File: config.mk
export PLATFORM = sky130hd
export DESIGN_NAME = dlf16_sign_issue_flat
export DESIGN_NICKNAME = d
export VERILOG_FILES = /design/src/rtl/dlf16_sign_issue_if.sv /design/src/rtl/dlf16_sign_issue.sv /design/src/flat_wrapper.sv
export SDC_FILE = /design/constraint.sdc
export NUM_CORES = 1
export LEC_CHECK = 0
export ABC_CLOCK_PERIOD_IN_PS = 4690
export CELL_PAD_IN_SITES_DETAIL_PLACEMENT = 0
export CELL_PAD_IN_SITES_GLOBAL_PLACEMENT = 1
export CORE_MARGIN = 2
export CORE_UTILIZATION = 37
export DETAILED_ROUTE_END_ITERATION = 12
export PLACE_DENSITY = 0.95
export SLEW_MARGIN = 0
export SYNTH_ARGS = -nofsm -noshare
export SYNTH_HDL_FRONTEND = slang
export SYNTH_SLANG_ARGS = --single-unit
export TNS_END_PERCENT = 30
File: constraint.sdc
create_clock -name clk -period 4.69 [get_ports clk]
set_clock_uncertainty 0.2 [all_clocks]
set_input_delay 0.938 -clock clk [delete_from_list [all_inputs] [get_ports clk]]
set_output_delay 0.938 -clock clk [all_outputs]
set_load 0.05 [all_outputs]
File: src/rtl/dlf16_sign_issue_if.sv
// Request, sign-unit and response signals of the DLFloat16 sign issue stage.
// The stage connects through `slave`; whatever drives requests, models the sign unit and consumes responses uses `master`.
interface dlf16_sign_issue_if #(
  parameter int TAG_W = 4,
  parameter int CNT_W = 16
);
  logic             req_valid;
  logic             req_ready;
  logic [1:0]       req_op;
  logic [15:0]      req_a;
  logic [15:0]      req_b;
  logic [TAG_W-1:0] req_tag;

  logic [15:0]      op_in1;
  logic [15:0]      op_in2;
  logic [1:0]       op_sel;
  logic [15:0]      op_res;

  logic             rsp_valid;
  logic             rsp_ready;
  logic [15:0]      rsp_data;
  logic [TAG_W-1:0] rsp_tag;
  logic             rsp_special;
  logic [CNT_W-1:0] done_cnt;

  modport slave (
    input  req_valid, req_op, req_a, req_b, req_tag, op_res, rsp_ready,
    output req_ready, op_in1, op_in2, op_sel,
           rsp_valid, rsp_data, rsp_tag, rsp_special, done_cnt
  );

  modport master (
    output req_valid, req_op, req_a, req_b, req_tag, op_res, rsp_ready,
    input  req_ready, op_in1, op_in2, op_sel,
           rsp_valid, rsp_data, rsp_tag, rsp_special, done_cnt
  );
endinterface

File: src/rtl/dlf16_sign_issue.sv
// Issue/return stage around the DLFloat16 sign unit.
// There is one operand register (S1) feeding the unit, and a 2-entry in-order response FIFO holds the unit's results.
module dlf16_sign_issue #(
  parameter int TAG_W = 4,
  parameter int CNT_W = 16
) (
  input  logic                clk,
  input  logic                rst,
  input  logic                flush,
  dlf16_sign_issue_if.slave   bus
);

  logic             s1_valid_q, s1_valid_d;
  logic [15:0]      s1_a_q, s1_a_d;
  logic [15:0]      s1_b_q, s1_b_d;
  logic [1:0]       s1_op_q, s1_op_d;
  logic [TAG_W-1:0] s1_tag_q, s1_tag_d;

  logic [15:0]      fifo_data_q [2];
  logic [15:0]      fifo_data_d [2];
  logic [TAG_W-1:0] fifo_tag_q  [2];
  logic [TAG_W-1:0] fifo_tag_d  [2];
  logic [1:0]       fifo_spec_q, fifo_spec_d;
  logic             rd_ptr_q, rd_ptr_d;
  logic             wr_ptr_q, wr_ptr_d;
  logic [1:0]       fifo_count_q, fifo_count_d;
  logic [CNT_W-1:0] done_cnt_q, done_cnt_d;

  logic pop;
  logic s1_move;
  logic req_ready;
  logic accept;
  logic push;
  logic res_special;

  always_comb begin
    pop         = (fifo_count_q != 2'd0) && bus.rsp_ready;
    // A pop in the same cycle frees the slot that a full FIFO needs for S1.
    s1_move     = s1_valid_q && ((fifo_count_q < 2'd2) || pop);
    req_ready   = !flush && (!s1_valid_q || s1_move);
    accept      = bus.req_valid && req_ready;
    push        = s1_move && !flush;
    res_special = (bus.op_res[14:9] == 6'h3F) && (bus.op_res[8:0] == 9'h1FF);
  end

  always_comb begin
    s1_valid_d   = s1_valid_q;
    s1_a_d       = s1_a_q;
    s1_b_d       = s1_b_q;
    s1_op_d      = s1_op_q;
    s1_tag_d     = s1_tag_q;
    fifo_data_d  = fifo_data_q;
    fifo_tag_d   = fifo_tag_q;
    fifo_spec_d  = fifo_spec_q;
    rd_ptr_d     = rd_ptr_q;
    wr_ptr_d     = wr_ptr_q;
    fifo_count_d = fifo_count_q;
    done_cnt_d   = done_cnt_q;

    // Pops count even when a flush discards the rest of the cycle's work.
    if (pop) begin
      done_cnt_d = done_cnt_q + CNT_W'(1);
    end

    if (flush) begin
      s1_valid_d   = 1'b0;
      rd_ptr_d     = 1'b0;
      wr_ptr_d     = 1'b0;
      fifo_count_d = 2'd0;
    end else begin
      if (accept) begin
        s1_valid_d = 1'b1;
        s1_a_d     = bus.req_a;
        s1_b_d     = bus.req_b;
        s1_op_d    = bus.req_op;
        s1_tag_d   = bus.req_tag;
      end else if (s1_move) begin
        s1_valid_d = 1'b0;
      end

      if (push) begin
        fifo_data_d[wr_ptr_q] = bus.op_res;
        fifo_tag_d[wr_ptr_q]  = s1_tag_q;
        fifo_spec_d[wr_ptr_q] = res_special;
        wr_ptr_d              = ~wr_ptr_q;
      end

      if (pop) begin
        rd_ptr_d = ~rd_ptr_q;
      end

      case ({push, pop})
        2'b10:   fifo_count_d = fifo_count_q + 2'd1;
        2'b01:   fifo_count_d = fifo_count_q - 2'd1;
        default: fifo_count_d = fifo_count_q;
      endcase
    end
  end

  always_ff @(posedge clk) begin
    if (rst) begin
      s1_valid_q   <= 1'b0;
      s1_a_q       <= '0;
      s1_b_q       <= '0;
      s1_op_q      <= '0;
      s1_tag_q     <= '0;
      fifo_data_q  <= '{default: '0};
      fifo_tag_q   <= '{default: '0};
      fifo_spec_q  <= '0;
      rd_ptr_q     <= 1'b0;
      wr_ptr_q     <= 1'b0;
      fifo_count_q <= 2'd0;
      done_cnt_q   <= '0;
    end else begin
      s1_valid_q   <= s1_valid_d;
      s1_a_q       <= s1_a_d;
      s1_b_q       <= s1_b_d;
      s1_op_q      <= s1_op_d;
      s1_tag_q     <= s1_tag_d;
      fifo_data_q  <= fifo_data_d;
      fifo_tag_q   <= fifo_tag_d;
      fifo_spec_q  <= fifo_spec_d;
      rd_ptr_q     <= rd_ptr_d;
      wr_ptr_q     <= wr_ptr_d;
      fifo_count_q <= fifo_count_d;
      done_cnt_q   <= done_cnt_d;
    end
  end

  assign bus.req_ready   = req_ready;
  assign bus.op_in1      = s1_a_q;
  assign bus.op_in2      = s1_b_q;
  assign bus.op_sel      = s1_op_q;
  assign bus.rsp_valid   = (fifo_count_q != 2'd0);
  assign bus.rsp_data    = fifo_data_q[rd_ptr_q];
  assign bus.rsp_tag     = fifo_tag_q[rd_ptr_q];
  assign bus.rsp_special = fifo_spec_q[rd_ptr_q];
  assign bus.done_cnt    = done_cnt_q;

endmodule

File: src/flat_wrapper.sv
// flat-port wrapper written by rule: the top's interface ports become plain ports
module dlf16_sign_issue_flat 
#(
  parameter int TAG_W = 4,
  parameter int CNT_W = 16
)
  (clk, rst, flush, bus_req_valid, bus_req_op, bus_req_a, bus_req_b, bus_req_tag, bus_op_res, bus_rsp_ready, bus_req_ready, bus_op_in1, bus_op_in2, bus_op_sel, bus_rsp_valid, bus_rsp_data, bus_rsp_tag, bus_rsp_special, bus_done_cnt);
  dlf16_sign_issue_if #(.TAG_W(TAG_W), .CNT_W(CNT_W)) bus_i ();
  input  logic clk;
  input  logic rst;
  input  logic flush;
  input wire logic [$bits(bus_i.req_valid)-1:0] bus_req_valid;
  input wire logic [$bits(bus_i.req_op)-1:0] bus_req_op;
  input wire logic [$bits(bus_i.req_a)-1:0] bus_req_a;
  input wire logic [$bits(bus_i.req_b)-1:0] bus_req_b;
  input wire logic [$bits(bus_i.req_tag)-1:0] bus_req_tag;
  input wire logic [$bits(bus_i.op_res)-1:0] bus_op_res;
  input wire logic [$bits(bus_i.rsp_ready)-1:0] bus_rsp_ready;
  output wire logic [$bits(bus_i.req_ready)-1:0] bus_req_ready;
  output wire logic [$bits(bus_i.op_in1)-1:0] bus_op_in1;
  output wire logic [$bits(bus_i.op_in2)-1:0] bus_op_in2;
  output wire logic [$bits(bus_i.op_sel)-1:0] bus_op_sel;
  output wire logic [$bits(bus_i.rsp_valid)-1:0] bus_rsp_valid;
  output wire logic [$bits(bus_i.rsp_data)-1:0] bus_rsp_data;
  output wire logic [$bits(bus_i.rsp_tag)-1:0] bus_rsp_tag;
  output wire logic [$bits(bus_i.rsp_special)-1:0] bus_rsp_special;
  output wire logic [$bits(bus_i.done_cnt)-1:0] bus_done_cnt;
  assign bus_i.req_valid = bus_req_valid;
  assign bus_i.req_op = bus_req_op;
  assign bus_i.req_a = bus_req_a;
  assign bus_i.req_b = bus_req_b;
  assign bus_i.req_tag = bus_req_tag;
  assign bus_i.op_res = bus_op_res;
  assign bus_i.rsp_ready = bus_rsp_ready;
  assign bus_req_ready = bus_i.req_ready;
  assign bus_op_in1 = bus_i.op_in1;
  assign bus_op_in2 = bus_i.op_in2;
  assign bus_op_sel = bus_i.op_sel;
  assign bus_rsp_valid = bus_i.rsp_valid;
  assign bus_rsp_data = bus_i.rsp_data;
  assign bus_rsp_tag = bus_i.rsp_tag;
  assign bus_rsp_special = bus_i.rsp_special;
  assign bus_done_cnt = bus_i.done_cnt;
  dlf16_sign_issue #(.TAG_W(TAG_W), .CNT_W(CNT_W)) u_core (.clk(clk), .rst(rst), .flush(flush), .bus(bus_i));
endmodule
==> results of run 1 <==
registers in the layout, indices dropped and copies added (netlist names):
signal,cells
u_core.bus.op_sel,2
u_core.fifo_data_q,32
u_core.bus.op_in2,16
u_core.bus.op_in1,16
u_core.fifo_spec_q,2
u_core.fifo_tag_q,8
u_core.fifo_count_q,2
u_core.rd_ptr_q,1
u_core.s1_valid_q,1
u_core.wr_ptr_q,1
u_core.bus.done_cnt,16
u_core.s1_tag_q,4
cell usage after synthesis (6+ instances only):
library cell    n  area, sq um
nand4_1         7        43.79
nor3_1          6        30.03
clkbuf_1       17        63.81
nand2_1        49        183.9
xnor2_1        11        96.34
mux2i_1        59        590.6
a21oi_1        24        120.1
mux2_2         21        236.5
dfxtp_1       101         2022
inv_1           6        22.52
nor2_1         77        289.0
kinds of logic (layout without fill, tap and decap cells):
group | count (synthesis) | count (layout) | share of synthesized area
xor+xnor | 16 | 16 | 0.03475
compound gates | 30 | 30 | 0.04127
simple gates | 160 | 160 | 0.1731
flops | 101 | 101 | 0.5014
mux | 81 | 81 | 0.2079
fa+ha+maj | 2 | 2 | 0.006204
buf+inv | 31 | 157 | 0.03537
power by group through the flow:
stage               clock (W)  sequential [W]  combinational [W]
finish               0.000567        0.000888           0.000220
detailed placement          0        0.000908           0.000221
global route         0.000636        0.000891           0.000233
global placement            0        0.000907           0.000218
CTS                  0.000589        0.000888           0.000222
floorplan                   0        0.000956          0.0000745
worst paths after layout:
| kind | from | to | depth (start not counted) |
|---|---|---|---|
| setup / recovery | bus_rsp_ready | bus_req_ready | 4 |
| hold / removal | u_core.fifo_tag_q[6] | u_core.fifo_tag_q[6] | 2 |
| setup reg to reg | u_core.fifo_count_q[1] | u_core.fifo_count_q[1] | 6 |
| hold reg to reg | u_core.fifo_tag_q[6] | u_core.fifo_tag_q[6] | 2 |
stage by stage:
stage | setup slack [ns] | hold slack, ns | std cells | power, W | utilization
3_5_place_dp | 0.9672 | 0.2479 | 671 | 0.001129 | 0.5050
4_1_cts | 0.9656 | 0.2597 | 687 | 0.001699 | 0.5245
5_1_grt | 0.8932 | 0.2829 | 687 | 0.001760 | 0.5245
6_report | 0.9731 | 0.2576 | 687 | 0.001675 | 0.5245
3_3_place_gp | 0.9826 | 0.2397 | 671 | 0.001125 | 0.5050
2_1_floorplan | 1.787 | 0.2338 | 421 | 0.001030 | -
cell usage in the layout (no fill, tap or decap), types with 6 or more instances in the layout:
| cell | synthesis | routed |
|---|---|---|
| clkbuf_8 | 0 | 11 |
| nand2_1 | 49 | 49 |
| nor2_1 | 77 | 77 |
| mux2i_1 | 59 | 59 |
| dfxtp_1 | 101 | 101 |
| nand4_1 | 7 | 7 |
| xnor2_1 | 11 | 11 |
| a21oi_1 | 24 | 24 |
| inv_1 | 6 | 6 |
| mux2_2 | 21 | 21 |
| nor3_1 | 6 | 6 |
| clkdlybuf4s50_1 | 0 | 130 |
per-layer routing:
layer / wire, um / vias up / global-route usage
met4: 210 / 0 / 0.07509
met3: 434 / 15 / 0.03376
met5: 0 / - / 0
met1: 4309 / 1583 / 0.2115
li1: - / 1655 / -
met2: 4791 / 82 / 0.2938
cell type report:
class                      instances  area, sq um  share of cell area
clock buffer                      12        155.1             0.02753
clock inverter                     4        53.80            0.009547
inverter                           6        22.52            0.003996
multi-input combinational        289         1868              0.3315
sequential                       101         2022              0.3588
tap                              140        175.2             0.03108
timing repair buffer             135         1339              0.2376
worst reg2reg max path: stages, from the launching register on:
cell and delay (ns):
dfxtp_1 0.38, o21ai_1 0.56, inv_1 0.28, ha_1 0.38, nor2_1 0.14, xnor2_1 0.12
nor3_1 0.07
==> key figures, run 1 <==
Clock tree
  • Root Driver: clkbuf_8
  • Worst skew pair latency: 0.35 ns
  • Clk sinks: 101
  • TritonCTS clock tree: yes
  • Cts repair resizes: 0
  • Clock-pin slew on the worst setup and hold paths: 0.08 ns
  • H-tree level count: 3
  • Num CTS Buffers: 9
  • Maximum clock insertion buffer count: 2
  • Hold Buf Count CTS: 0
  • Post-CTS setup buffers: 0

Min path
  • Hold Crit Class: reg -> reg

Final layout
  • Layout cells sized above 1: 0.08227
  • Layout area overhead: 39.75%
  • Filler Cells Inserted: 1043
  • Nets: 603
  • Final Cell Area: 5635 sq um
  • Ant diodes: 0

STA
  • Final min period: 3.717 ns
  • Setup TNS: 0 ns
  • RSZ-0062 raised after global routing: false
  • Slew Limit Fails: 0
  • Fin crit share: 0.7925
  • Worst-margin pin slew: 1.006 ns
  • FMAX: 269.0 MHz
  • Final hold vios: 0
  • Final setup fails: 0
  • Slew headroom: 0.3292

Routing
  • Routed vias/inst: 4.854
  • DR iter-0 viols: 78
  • First drt pass iteration count: 6
  • Final WL: 9745 um
  • ANT nets after route: 0
  • Avg WL per Cell: 14.18 um
  • DRC violations left: 0
  • Vias: 3335

Synthesis
  • Syn_nets: 482
  • Mapped cell area: 4033 sq um
  • Seq cells post-synth: 101
  • Primary FF master, synth: dfxtp_1
  • Post-Syn Instances: 421
  • Avg Cell Area, Syn: 9.579 sq um
  • Seq/Total Area, Yosys: 0.5014
  • YS warnings: 0
  • Async set-reset flop share out of synthesis: 0
  • Yosys cell types: 34
  • EDFF count, synth: 0

Setup path
  • Crit. End Element: output pin
  • R2R Setup Slk: 2.42 ns
  • Critical Path, Cell by Cell: clkdlybuf4s50_1 -> and3b_1 -> nor2_1 -> clkdlybuf4s50_1
  • Worst path required time: 3.55 ns
  • Top delay family on crit path: buffers and inverters
  • WP data arrival: 2.58 ns
  • Worst Path Max Fanout: 5
  • Crit-path slowest cell: clkdlybuf4s50_1
  • Max stage delay on crit path: 0.81 ns
  • Critical setup path kind: in -> out
  • Worst setup SP type: input port
  • Worst Path Buf+Inv: 2
  • Critical Path Most Common Cell: clkdlybuf4s50_1

Global routing
  • Total track usage: 0.1727
  • First-pass GRT wire length: 16100 um
  • GRT overflow: 0
  • Vias in the first global route: 3326
  • Initial antenna violation count: 0
  • Largest net degree at the start of global routing: 104

Floorplan
  • Die ar.: 11750 sq um
  • # IOs: 132
  • Rows: 38
  • Die H: 108.4 um
  • DIE WIDTH: 108.4 um
  • Starting density of the core: 0.3753
  • Core Area: 10750 sq um

Power and ir drop
  • Sequential Power Share: 0.530
  • P_sw: 0.0004226 W
  • Pint: 0.001253 W
  • Comb power frac: 0.131
  • Leakage: 2.365 nW
  • Clock share of power: 0.338
  • Net Sw Frac: 0.2523
  • Worst vdd ir: 0.1790 mV
  • Pwr/cell area: 297.3 nW/um^2

Placed design
  • Post-DP HPWL: 6752 um
  • RePlAce Congestion: 0.7630
  • Placed Instance Area: 5426 sq um
  • IO Port Bufs: 131

Status
  • Status: finished, final reports clean

Flow run
  • Max Cap Viol: 0
(Power assumes the default switching activity.)
==> inputs of run 2 (changes only) <==
--- a/config.mk
+++ b/config.mk
@@ -5,13 +5,13 @@
 export SDC_FILE = /design/constraint.sdc
 export NUM_CORES = 1
 export LEC_CHECK = 0
-export ABC_CLOCK_PERIOD_IN_PS = 4690
+export ABC_CLOCK_PERIOD_IN_PS = 3200
 export CELL_PAD_IN_SITES_DETAIL_PLACEMENT = 0
 export CELL_PAD_IN_SITES_GLOBAL_PLACEMENT = 1
 export CORE_MARGIN = 2
-export CORE_UTILIZATION = 37
+export CORE_UTILIZATION = 31
 export DETAILED_ROUTE_END_ITERATION = 12
-export PLACE_DENSITY = 0.95
+export PLACE_DENSITY = 0.88
 export SLEW_MARGIN = 0
 export SYNTH_ARGS = -nofsm -noshare
 export SYNTH_HDL_FRONTEND = slang
==> constraint.sdc (replaced) <==
create_clock -name clk -period 3.2 [get_ports clk]
set_clock_uncertainty 0.2 [all_clocks]
set_input_delay 0.64 -clock clk [delete_from_list [all_inputs] [get_ports clk]]
set_output_delay 0.64 -clock clk [all_outputs]
set_load 0.05 [all_outputs]
==> run 2 against run 1 <==
  * Highest routed layer unchanged
  * Cell count up 5.4%
  * Combinational power up 50%
  * Die area up 19%
  * Sequential share of layout area down 1.0 points
  * Clock power up 90%
==> key figures, run 2 (synthesized netlist as in run 1, its figures left out) <==
Status
  • Status: finished, final reports clean (unchanged)

Setup path
  • Worst path required time: 2.36 ns (was 3.55 ns)
  • WP data arrival: 2.10 ns (was 2.58 ns)
  • FF-to-FF path depth: 4 (was 6)
  • R2r startpoint: u_core.bus.done_cnt[3] (was u_core.fifo_count_q[1])
  • Crit-path slowest cell: clkdlybuf4s50_1 (unchanged)
  • Top delay family on crit path: buffers and inverters (unchanged)
  • R2R Setup Slk: 1.22 ns (was 2.42 ns)
  • Crit. End Element: output pin (unchanged)
  • Critical setup path kind: reg -> out (was in -> out)
  • Worst Path Buf+Inv: 2 (unchanged)
  • Worst r2r dst: u_core.bus.done_cnt[13] (was u_core.fifo_count_q[1])
  • Max stage delay on crit path: 0.71 ns (was 0.81 ns)
  • Worst setup SP type: flop (was input port)
  • Critical Path, Cell by Cell: buf_4 -> mux2_2 -> clkdlybuf4s50_1 (was clkdlybuf4s50_1 -> and3b_1 -> nor2_1 -> clkdlybuf4s50_1)
  • Worst Path Max Fanout: 17 (was 5)

Floorplan
  • Starting density of the core: 0.3183 (was 0.3753)
  • DIE WIDTH: 118.1 um (was 108.4 um)
  • Die H: 118.1 um (was 108.4 um)
  • # IOs: 132 (unchanged)
  • Core Area: 12670 sq um (was 10750 sq um)
  • Die ar.: 13940 sq um (was 11750 sq um)
  • Rows: 41 (was 38)

Placed design
  • Pre-CTS WS: 0.4837 ns (was 0.9672 ns)
  • RePlAce Congestion: 0.7572 (was 0.7630)
  • IO Port Bufs: 131 (unchanged)
  • Post-DP HPWL: 6980 um (was 6752 um)
  • Placed Instance Area: 5504 sq um (was 5426 sq um)

Min path
  • Hold Crit Class: reg -> reg (unchanged)
  • WHS Endpoint: u_core.fifo_data_q[27] (was u_core.fifo_tag_q[6])
  • Hold Path Depth: 2 (unchanged)
  • HP Start: u_core.fifo_data_q[27] (was u_core.fifo_tag_q[6])

Global routing
  • GRT overflow: 0 (unchanged)
  • Total track usage: 0.1479 (was 0.1727)
  • First-pass GRT wire length: 16550 um (was 16100 um)
  • Vias in the first global route: 3404 (was 3326)
  • Largest net degree at the start of global routing: 43 (was 104)
  • Initial antenna violation count: 0 (unchanged)

Clock tree
  • Root Driver: clkbuf_16 (was clkbuf_8)
  • Post-CTS setup buffers: 0 (unchanged)
  • Clk sinks: 101 (unchanged)
  • Hold Buf Count CTS: 0 (unchanged)
  • Maximum clock insertion buffer count: 2 (unchanged)
  • Num CTS Buffers: 9 (unchanged)
  • Worst skew pair latency: 0.34 ns (was 0.35 ns)
  • H-tree level count: 3 (unchanged)
  • TritonCTS clock tree: yes (unchanged)
  • Clock-pin slew on the worst setup and hold paths: 0.07 ns (was 0.08 ns)
  • Cts repair resizes: 0 (unchanged)

Flow run
  • Max Cap Viol: 0 (unchanged)

Final layout
  • Largest Register: u_core.fifo_data_q (unchanged)
  • Most frequent cells in the layout: 120 x clkdlybuf4s50_1, 101 x dfxtp_1, 77 x nor2_1 (was 130 x clkdlybuf4s50_1, 101 x dfxtp_1, 77 x nor2_1)
  • Final Cell Area: 5798 sq um (was 5635 sq um)
  • Nets: 608 (was 603)
  • Layout area overhead: 43.78% (was 39.75%)
  • Layout cells sized above 1: 0.1069 (was 0.08227)
  • Commonest non-fill, non-tap cell in the layout: clkdlybuf4s50_1 (unchanged)
  • Ant diodes: 0 (unchanged)
  • Number of flip-flops in the largest register: 32 (unchanged)

Power and ir drop
  • Pwr/cell area: 467.9 nW/um^2 (was 297.3 nW/um^2)
  • Worst vdd ir: 0.2242 mV (was 0.1790 mV)
  • Total chip power: 0.002713 W (was 0.001675 W)
  • Leakage: 2.462 nW (was 2.365 nW)

STA
  • Slew headroom: 0.6384 (was 0.3292)
  • Slew Limit Fails: 0 (unchanged)
  • Final min period: 2.944 ns
  • RSZ-0062 raised after global routing: false (unchanged)
  • Final setup fails: 0 (unchanged)
  • Fin crit share: 0.9200
  • Setup ws final: 0.2559 ns (was 0.9731 ns)
  • Hold WS: 0.2544 ns (was 0.2576 ns)
  • FMAX: 339.7 MHz
  • Final hold vios: 0 (unchanged)
  • Worst-margin pin slew: 0.5407 ns (was 1.006 ns)
  • Setup TNS: 0 ns (unchanged)

Routing
  • Avg WL per Cell: 14.02 um (was 14.18 um)
  • Vias: 3349 (was 3335)
  • ANT nets after route: 0 (unchanged)
  • Routed vias/inst: 4.626 (was 4.854)
  • DR iter-0 viols: 150 (was 78)
  • Final WL: 10150 um (was 9745 um)
  • First drt pass iteration count: 4 (was 6)
  • DRC violations left: 0 (unchanged)
-- run 2: changes by cell type in the layout (fill, tap and decap cells not counted), sizes merged --
cell,change
buf,+15
clkdlybuf4s50,-10
clkinv,+2
clkinvlp,-1
inv,-1
-- run 2: worst max path at each step --
stage | depth (start not counted) | slack (ns) | end | from
final | 3 | 0.26 | bus_rsp_data[11] | u_core.rd_ptr_q
after global routing | 3 | 0.19 | bus_rsp_data[11] | u_core.rd_ptr_q
after CTS | 3 | 0.23 | bus_rsp_data[11] | u_core.rd_ptr_q
after detailed placement | 6 | 0.48 | u_core.bus.op_in2[7] | bus_rsp_ready
after global placement | 6 | 0.55 | u_core.bus.op_in1[12] | bus_rsp_ready
after floorplan | 2 | 0.89 | bus_req_ready | flush
-- run 2: tightest hold or removal path, delay by kind of cell (launching register included) --
family | cells | cell delay, ns
flip-flops | 1 | 0.31
AND/OR/NAND/NOR | 1 | 0.05
AO/OA/AOI/OAI | 1 | 0.05
-- run 2: power breakdown --
| part | total, W | internal, W | switching, W |
|---|---|---|---|
| logic | 0.000329 | 0.000147 | 0.000182 |
| clock network | 0.00108 | 0.000626 | 0.000457 |
| registers | 0.00130 | 0.00129 | 0.0000156 |
-- run 2: layer usage --
metal,global-route usage,share of wire,vias to the layer above
li1,-,-,1665
met1,0.1811,0.44,1585
met2,0.2435,0.48,87
met3,0.04118,0.058,12
met4,0.06250,0.018,0
met5,0,0,-
-- run 2: stage by stage --
step / instances / util
after global routing: 724 / 0.4576
after CTS: 724 / 0.4576
after floorplan: 421 / -
after global placement: 708 / 0.4344
after detailed placement: 708 / 0.4344
final: 724 / 0.4576
-- run 2: cell type report --
type | instances | area [sq um]
Clock buffer | 12 | 246.5
Multi-Input combinational cell | 289 | 1868
Clock inverter | 4 | 47.55
Tap cell | 172 | 215.2
Timing Repair Buffer | 140 | 1376
Sequential cell | 101 | 2022
Fill cell | 1238 | 6873
Inverter | 6 | 22.52
==> inputs of run 3 (changes only) <==
--- a/config.mk
+++ b/config.mk
@@ -8,6 +8,7 @@
 export ABC_CLOCK_PERIOD_IN_PS = 3200
 export CELL_PAD_IN_SITES_DETAIL_PLACEMENT = 0
 export CELL_PAD_IN_SITES_GLOBAL_PLACEMENT = 1
+export CORE_ASPECT_RATIO = 0.75
 export CORE_MARGIN = 2
 export CORE_UTILIZATION = 31
 export DETAILED_ROUTE_END_ITERATION = 12
==> run 3 against run 2 <==
  * Design area is 0.71% higher
  * First-iteration DRC count is 37% lower
  * Non-clock buffer count is 1 lower
  * Core utilization is 0.27 points lower
  * Sequential power hardly changed
  * Setup slack better by 0.054 ns
  * Die area hardly changed
  * Register-to-register slack worse by 0.04 ns
  * Highest routed layer unchanged
  * Worst hold slack hardly changed
  * Largest power group unchanged
  * Sequential share of layout area is 0.25 points lower
  * Critical path depth stayed put
==> key figures, run 3 (synthesized netlist as in run 1, its figures left out) <==
Flow run
  • Max Cap Viol: 0 (unchanged)

Global routing
  • Vias in the first global route: 3239 (was 3404)
  • Total track usage: 0.1402 (was 0.1479)
  • GRT overflow: 0 (unchanged)
  • First-pass GRT wire length: 15470 um (was 16550 um)
  • Initial antenna violation count: 0 (unchanged)
  • Largest net degree at the start of global routing: 57 (was 43)

Power and ir drop
  • Comb power frac: 0.113 (was 0.121)
  • Leakage: 2.483 nW (was 2.462 nW)
  • Pint: 0.002201 W (was 0.002058 W)
  • Clock share of power: 0.434 (was 0.399)
  • Pwr/cell area: 493.0 nW/um^2 (was 467.9 nW/um^2)
  • Total chip power: 0.002879 W (was 0.002713 W)
  • Sequential Power Share: 0.452 (was 0.480)
  • Worst vdd ir: 0.3311 mV (was 0.2242 mV)
  • Net Sw Frac: 0.2355 (was 0.2412)
  • P_sw: 0.0006779 W (was 0.0006545 W)

Setup path
  • Worst path required time: 2.36 ns (about the same)
  • Crit. path cell count: 3 (unchanged)
  • Max stage delay on crit path: 0.72 ns (was 0.71 ns)
  • R2R Setup Slk: 1.18 ns (was 1.22 ns)
  • Critical setup path kind: reg -> out (unchanged)
  • Crit. End Element: output pin (unchanged)
  • Worst Path Max Fanout: 20 (was 17)
  • Worst Path Buf+Inv: 2 (unchanged)
  • Crit-path slowest cell: clkdlybuf4s50_1 (unchanged)
  • Worst setup SP type: flop (unchanged)
  • Top delay family on crit path: buffers and inverters (unchanged)
  • Critical Path, Cell by Cell: buf_12 -> mux2_2 -> clkdlybuf4s50_1 (was buf_4 -> mux2_2 -> clkdlybuf4s50_1)
  • WP data arrival: 2.05 ns (was 2.10 ns)
  • FF-to-FF path depth: 5 (was 4)

Routing
  • Wl on met1: 4575 um (was 4517 um)
  • First drt pass iteration count: 4 (unchanged)
  • Met3 WL: 611 um (was 592 um)
  • Wire length on met2: 4548 um (was 4864 um)
  • DRC violations left: 0 (unchanged)
  • ANT nets after route: 0 (unchanged)
  • Routed vias/inst: 4.608 (was 4.626)
  • Final WL: 9859 um (was 10150 um)
  • Vias: 3327 (was 3349)
  • DR iter-0 viols: 94 (was 150)
  • Top sig layer: met4 (unchanged)
  • Avg WL per Cell: 13.66 um (was 14.02 um)

Clock tree
  • Maximum clock insertion buffer count: 2 (unchanged)
  • Post-CTS setup buffers: 0 (unchanged)
  • Cts repair resizes: 0 (unchanged)
  • Clock-pin slew on the worst setup and hold paths: 0.07 ns (about the same)
  • TritonCTS clock tree: yes (unchanged)
  • Clk sinks: 101 (unchanged)
  • Hold Buf Count CTS: 0 (unchanged)
  • Num CTS Buffers: 9 (unchanged)
  • H-tree level count: 3 (unchanged)
  • Root Driver: clkbuf_16 (unchanged)
  • Worst skew pair latency: 0.34 ns (about the same)

STA
  • Worst-margin pin slew: 0.6454 ns (was 0.5407 ns)
  • Final min period: 2.890 ns (was 2.944 ns)
  • Final hold vios: 0 (unchanged)
  • Slew headroom: 0.5697 (was 0.6384)
  • Final setup fails: 0 (unchanged)
  • RSZ-0062 raised after global routing: false (unchanged)
  • Slew Limit Fails: 0 (unchanged)
  • Fin crit share: 0.9032 (was 0.9200)
  • Setup TNS: 0 ns (unchanged)
  • FMAX: 346.0 MHz (was 339.7 MHz)

Floorplan
  • Die ar.: 13950 sq um (was 13940 sq um)
  • Die H: 102.8 um (was 118.1 um)
  • DIE WIDTH: 135.7 um (was 118.1 um)
  • Rows: 36 (was 41)
  • # IOs: 132 (unchanged)
  • Core Area: 12840 sq um (was 12670 sq um)
  • Starting density of the core: 0.3141 (was 0.3183)

Final layout
  • Largest Register: u_core.fifo_data_q (unchanged)
  • Filler Cells Inserted: 1215 (was 1238)
  • Number of flip-flops in the largest register: 32 (unchanged)
  • Final cell count without fillers: 722 (was 724)
  • Layout cells sized above 1: 0.1107 (was 0.1069)
  • Most frequent cells in the layout: 119 x clkdlybuf4s50_1, 101 x dfxtp_1, 77 x nor2_1 (was 120 x clkdlybuf4s50_1, 101 x dfxtp_1, 77 x nor2_1)
  • Nets: 607 (was 608)
  • Layout area overhead: 44.80% (was 43.78%)
  • Commonest non-fill, non-tap cell in the layout: clkdlybuf4s50_1 (unchanged)
  • Ant diodes: 0 (unchanged)

Placed design
  • IO Port Bufs: 131 (unchanged)
  • RePlAce Congestion: 0.7463 (was 0.7572)
  • Placed cell count: 706 (was 708)
  • Post-DP HPWL: 6857 um (was 6980 um)

Min path
  • Hold Crit Class: reg -> reg (unchanged)
  • Hold Path Depth: 2 (unchanged)

Status
  • Status: finished, final reports clean (unchanged)
==> run 3: cell types whose count changed in the layout (fill, tap and decap cells not counted), sizes merged <==
cell	before	now
bufinv	1	3
clkinvlp	1	0
clkdlybuf4s50	120	119
clkbuf	12	9
inv	6	8
==> run 3: cell type report <==
| class | instances | area (sq um) | share of cell area |
|---|---|---|---|
| multi-input cells | 289 | 1868 | 0.3199 |
| clock inverters | 7 | 121.4 | 0.02078 |
| clock buffers | 9 | 225.2 | 0.03857 |
| flip-flops and latches | 101 | 2022 | 0.3463 |
| inverters | 6 | 22.52 | 0.003857 |
| well taps | 171 | 214.0 | 0.03664 |
| repair buffers | 139 | 1366 | 0.2340 |
==> run 3: power by group through the flow <==
| stage | sequential (W) | combinational, W | clock (W) |
|---|---|---|---|
| 2_1_floorplan | 0.00140 | 0.000109 | 0 |
| 3_3_place_gp | 0.00133 | 0.000324 | 0 |
| 3_5_place_dp | 0.00133 | 0.000328 | 0 |
| 4_1_cts | 0.00130 | 0.000330 | 0.00128 |
| 5_1_grt | 0.00130 | 0.000346 | 0.00134 |
| 6_report | 0.00130 | 0.000327 | 0.00125 |
==> run 3: final timing paths <==
path                                                to                    from
worst max-delay path                    bus_rsp_tag[1]         u_core.rd_ptr_q
worst min-delay path            u_core.fifo_data_q[24]  u_core.fifo_data_q[24]
worst max register to register    u_core.bus.op_sel[0]  u_core.fifo_count_q[1]
worst min register to register  u_core.fifo_data_q[24]  u_core.fifo_data_q[24]
==> run 3: routing by layer <==
metal | vias up | track usage
li1 | 1667 | -
met1 | 1557 | 0.1772
met2 | 95 | 0.2347
met3 | 8 | 0.03786
met4 | 0 | 0.04647
met5 | - | 0
==> run 3: through the flow <==
step / hold WS (ns) / instance area (sq um) / worst slack [ns] / util
after detailed placement: 0.2469 / 5493 / 0.3366 / 0.4279
after CTS: 0.2570 / 5839 / 0.2994 / 0.4549
after floorplan: 0.2338 / 4033 / 0.8929 / -
after global routing: 0.2745 / 5839 / 0.2438 / 0.4549
after global placement: 0.2396 / 5493 / 0.3843 / 0.4279
final: 0.2544 / 5839 / 0.3098 / 0.4549
==> run 3: worst reg2reg max path: stages, from the launching register on <==
cell and delay, ns:
dfxtp_1 0.37, and3b_1 0.22, or3b_2 0.44, buf_4 0.32
mux2i_1 0.28, nor2_1 0.05
==> RTL edit: new RTL, flow settings as in run 2 <==
Reset style: asynchronous (`rst`), changed in one clocked block.
--- a/src/rtl/dlf16_sign_issue.sv
+++ b/src/rtl/dlf16_sign_issue.sv
@@ -98,5 +98,5 @@
   end
 
-  always_ff @(posedge clk) begin
+  always_ff @(posedge clk or posedge rst) begin
     if (rst) begin
       s1_valid_q   <= 1'b0;
Check against the original RTL: differs if rst is asserted again (counterexample within 4 cycles, from zero or initial values and one cycle with rst high); with rst held inactive, the same outputs for 4 cycles.
==> RTL edit against run 2 <==
  * Sequential cell count did not move
  * Hold slack improved by 33 ps
  * Worst setup slack gained 49 ps
  * Sequential share of layout area is 6.4 points higher
  * First-iteration DRC count down 58%
  * Synthesized area up 6.2%
  * Synthesized cell count fell by 32%
  * Final area rose by 5.6%
  * Largest cell class unchanged
  * Critical path type unchanged
  * Routed wire length shrank 7.4%
Power is not compared: it rests on default switching activity, and its combinational part moved more than twofold at a synthesized area within 25%.
==> RTL edit: results (changes against run 2) <==
critical path launch point: u_core.rd_ptr_q$_DFFE_PP0P_ (was u_core.rd_ptr_q$_SDFFE_PP0P_)
Hold Crit Class: flip-flop to flip-flop (unchanged)
Post-CTS Setup Inserts: 0 (unchanged)
Setup TNS: 0 ps (unchanged)
clock buffer depth: 2 (unchanged)
placed cell area: 0.00584 sq mm (was 0.00550 sq mm)
DR top layer: met4 (unchanged)
Main synth FF type: dfrtp_1 (was dfxtp_1)
Worst Setup EP: bus_rsp_data[13] (was bus_rsp_data[11])
hold path startpoint: u_core.bus.done_cnt[15]$_DFFE_PP0P_ (was u_core.fifo_data_q[27]$_SDFFE_PP0P_)
worst skew pair latency: 340 ps (about the same)
R2R Setup Slk: 1070 ps (was 1220 ps)
Yosys cell types: 32 (was 34)
Crit Reg-Reg Endpoint: u_core.bus.op_in1[15]$_DFFE_PP0P_ (was u_core.bus.done_cnt[13]$_SDFFE_PP0P_)
Post-Syn Nets: 348 (was 482)
Synth warnings: 0 (unchanged)
# port buffers: 131 (unchanged)
DR vias: 2749 (was 3349)
ANT cells: 0 (unchanged)
GRT Util Overall: 13.3% (was 14.8%)
root buffer cell: clkbuf_16 (unchanged)
Iter 0 DRT Violations: 63 (was 150)
number of global-route vias before repair: 3001 (was 3404)
final net count: 487 (was 608)
cts repair resizes: 0 (unchanged)
Worst R2R Path Depth: 5 (was 4)
RePlAce Congestion: 0.766 (was 0.757)
drt total wl: 9.41 mm (was 10.2 mm)
fin crit share: 90.5% (was 92.0%)
CP max FO: 20 (was 17)
Post-synth ARST share: 100% (was 0%)
DR WL met2: 4.70 mm (was 4.86 mm)
Clk pin slew, worst setup/hold paths: 70 ps (about the same)
fillers: 1232 (was 1238)
CTS Buf Count: 9 (unchanged)
M1 WL: 4.17 mm (was 4.52 mm)
DRT Pass-1 Iters: 4 (unchanged)
pre-CTS WS: 316 ps (was 484 ps)
synth top area cells: dfrtp_1 (59%), mux2_2 (21%), mux2_4 (7.0%) (was dfxtp_1 (50%), mux2i_1 (15%), nor2_1 (7.2%))
max reg flops: 32 (unchanged)
post-synthesis sequential area ratio: 59.0% (was 50.1%)
Worst EP arrival: 2060 ps (was 2100 ps)
reg-to-reg startpoint: u_core.fifo_count_q[1]$_DFFE_PP0P_ (was u_core.bus.done_cnt[3]$_SDFFE_PP0P_)
Pleak: 2.63 nW
Post-DP HPWL: 6.56 mm (was 6.98 mm)
share of layout cells above drive strength 1: 30.6% (was 10.7%)
Worst slew margin: 53.3% (was 63.8%)
wire per inst: 15.5 um (was 14.0 um)
CTS H-tree lvls: 3 (unchanged)
top cells by count, synth: dfrtp_1 (101), mux2_2 (81), mux2_4 (20) (was dfxtp_1 (101), nor2_1 (77), mux2i_1 (59))
Sw Share: 34.1%
status: finished clean (unchanged)
post-synthesis cell count: 288 (was 421)
routed length on met3: 353 um (was 592 um)
initial antenna violation count: 0 (unchanged)
Largest Register: u_core.fifo_data_q (unchanged)
Inst Count DP: 592 (was 708)
first-pass GRT wire length: 15.0 mm (was 16.5 mm)
largest net degree at the start of global routing: 51 (was 43)
VDD IR max: 523 uV
==> RTL edit: cell types whose count changed after synthesis, sizes merged, moves of 23 or more <==
| cell | delta |
|---|---|
| a21oi | -23 |
| dfrtp | +101 |
| nor2 | -66 |
| mux2 | +79 |
| dfxtp | -101 |
| mux2i | -59 |
| nand2 | -43 |
==> RTL edit: layout make-up <==
class	instances	area (sq um)	area share (%)
flip-flops and latches	101	2530	41.3
clock buffers	11	233	3.80
repair buffers	139	1400	22.9
clock inverters	4	50.0	0.817
inverters	4	18.8	0.306
well taps	176	220	3.60
multi-input cells	172	1670	27.3
==> RTL edit: logic make-up (layout without fill, tap and decap cells) <==
kind of cell	count (synthesis)	after routing	synth area share, %
buffers and inverters	15	158	1.99
multiplexers	101	101	28.3
AND/OR/NAND/NOR	46	46	5.84
flip-flops	101	101	59.0
AO/OA/AOI/OAI	7	7	1.05
adder cells (fa/ha/maj)	1	1	0.292
XOR/XNOR	17	17	3.48
==> RTL edit: critical path: stages, from the launching register on <==
cell             delay [ps]
dfrtp_1                 430
buf_12                  210
mux2_2                  350
clkdlybuf4s50_1         720
==> RTL edit: how the worst min path moves through the flow <==
stage | to | slack, ps | cells past startpoint
global placement | u_core.bus.done_cnt[15]$_DFFE_PP0P_ | 270 | 1
global route | u_core.bus.done_cnt[15]$_DFFE_PP0P_ | 310 | 1
detailed placement | u_core.bus.done_cnt[15]$_DFFE_PP0P_ | 280 | 1
CTS | u_core.bus.done_cnt[15]$_DFFE_PP0P_ | 290 | 1
floorplan | u_core.fifo_data_q[9]$_DFFE_PP0P_ | 270 | 1
finish | u_core.bus.done_cnt[15]$_DFFE_PP0P_ | 290 | 1
==> RTL edit: layer usage <==
| layer | GRT usage [%] | vias to the layer above |
|---|---|---|
| met3 | 2.44 | 11 |
| met1 | 16.5 | 1385 |
| li1 | - | 1292 |
| met4 | 6.47 | 0 |
| met2 | 22.2 | 61 |
| met5 | 0 | - |
==> RTL edit: power groups by stage <==
stage	Clock [mW]	Combinational, mW	Sequential, mW
2_1_floorplan	0	0.645	1.96
3_3_place_gp	0	1.39	1.66
3_5_place_dp	0	1.41	1.67
4_1_cts	1.10	1.41	1.66
5_1_grt	1.15	1.46	1.69
6_report	1.06	1.39	1.65
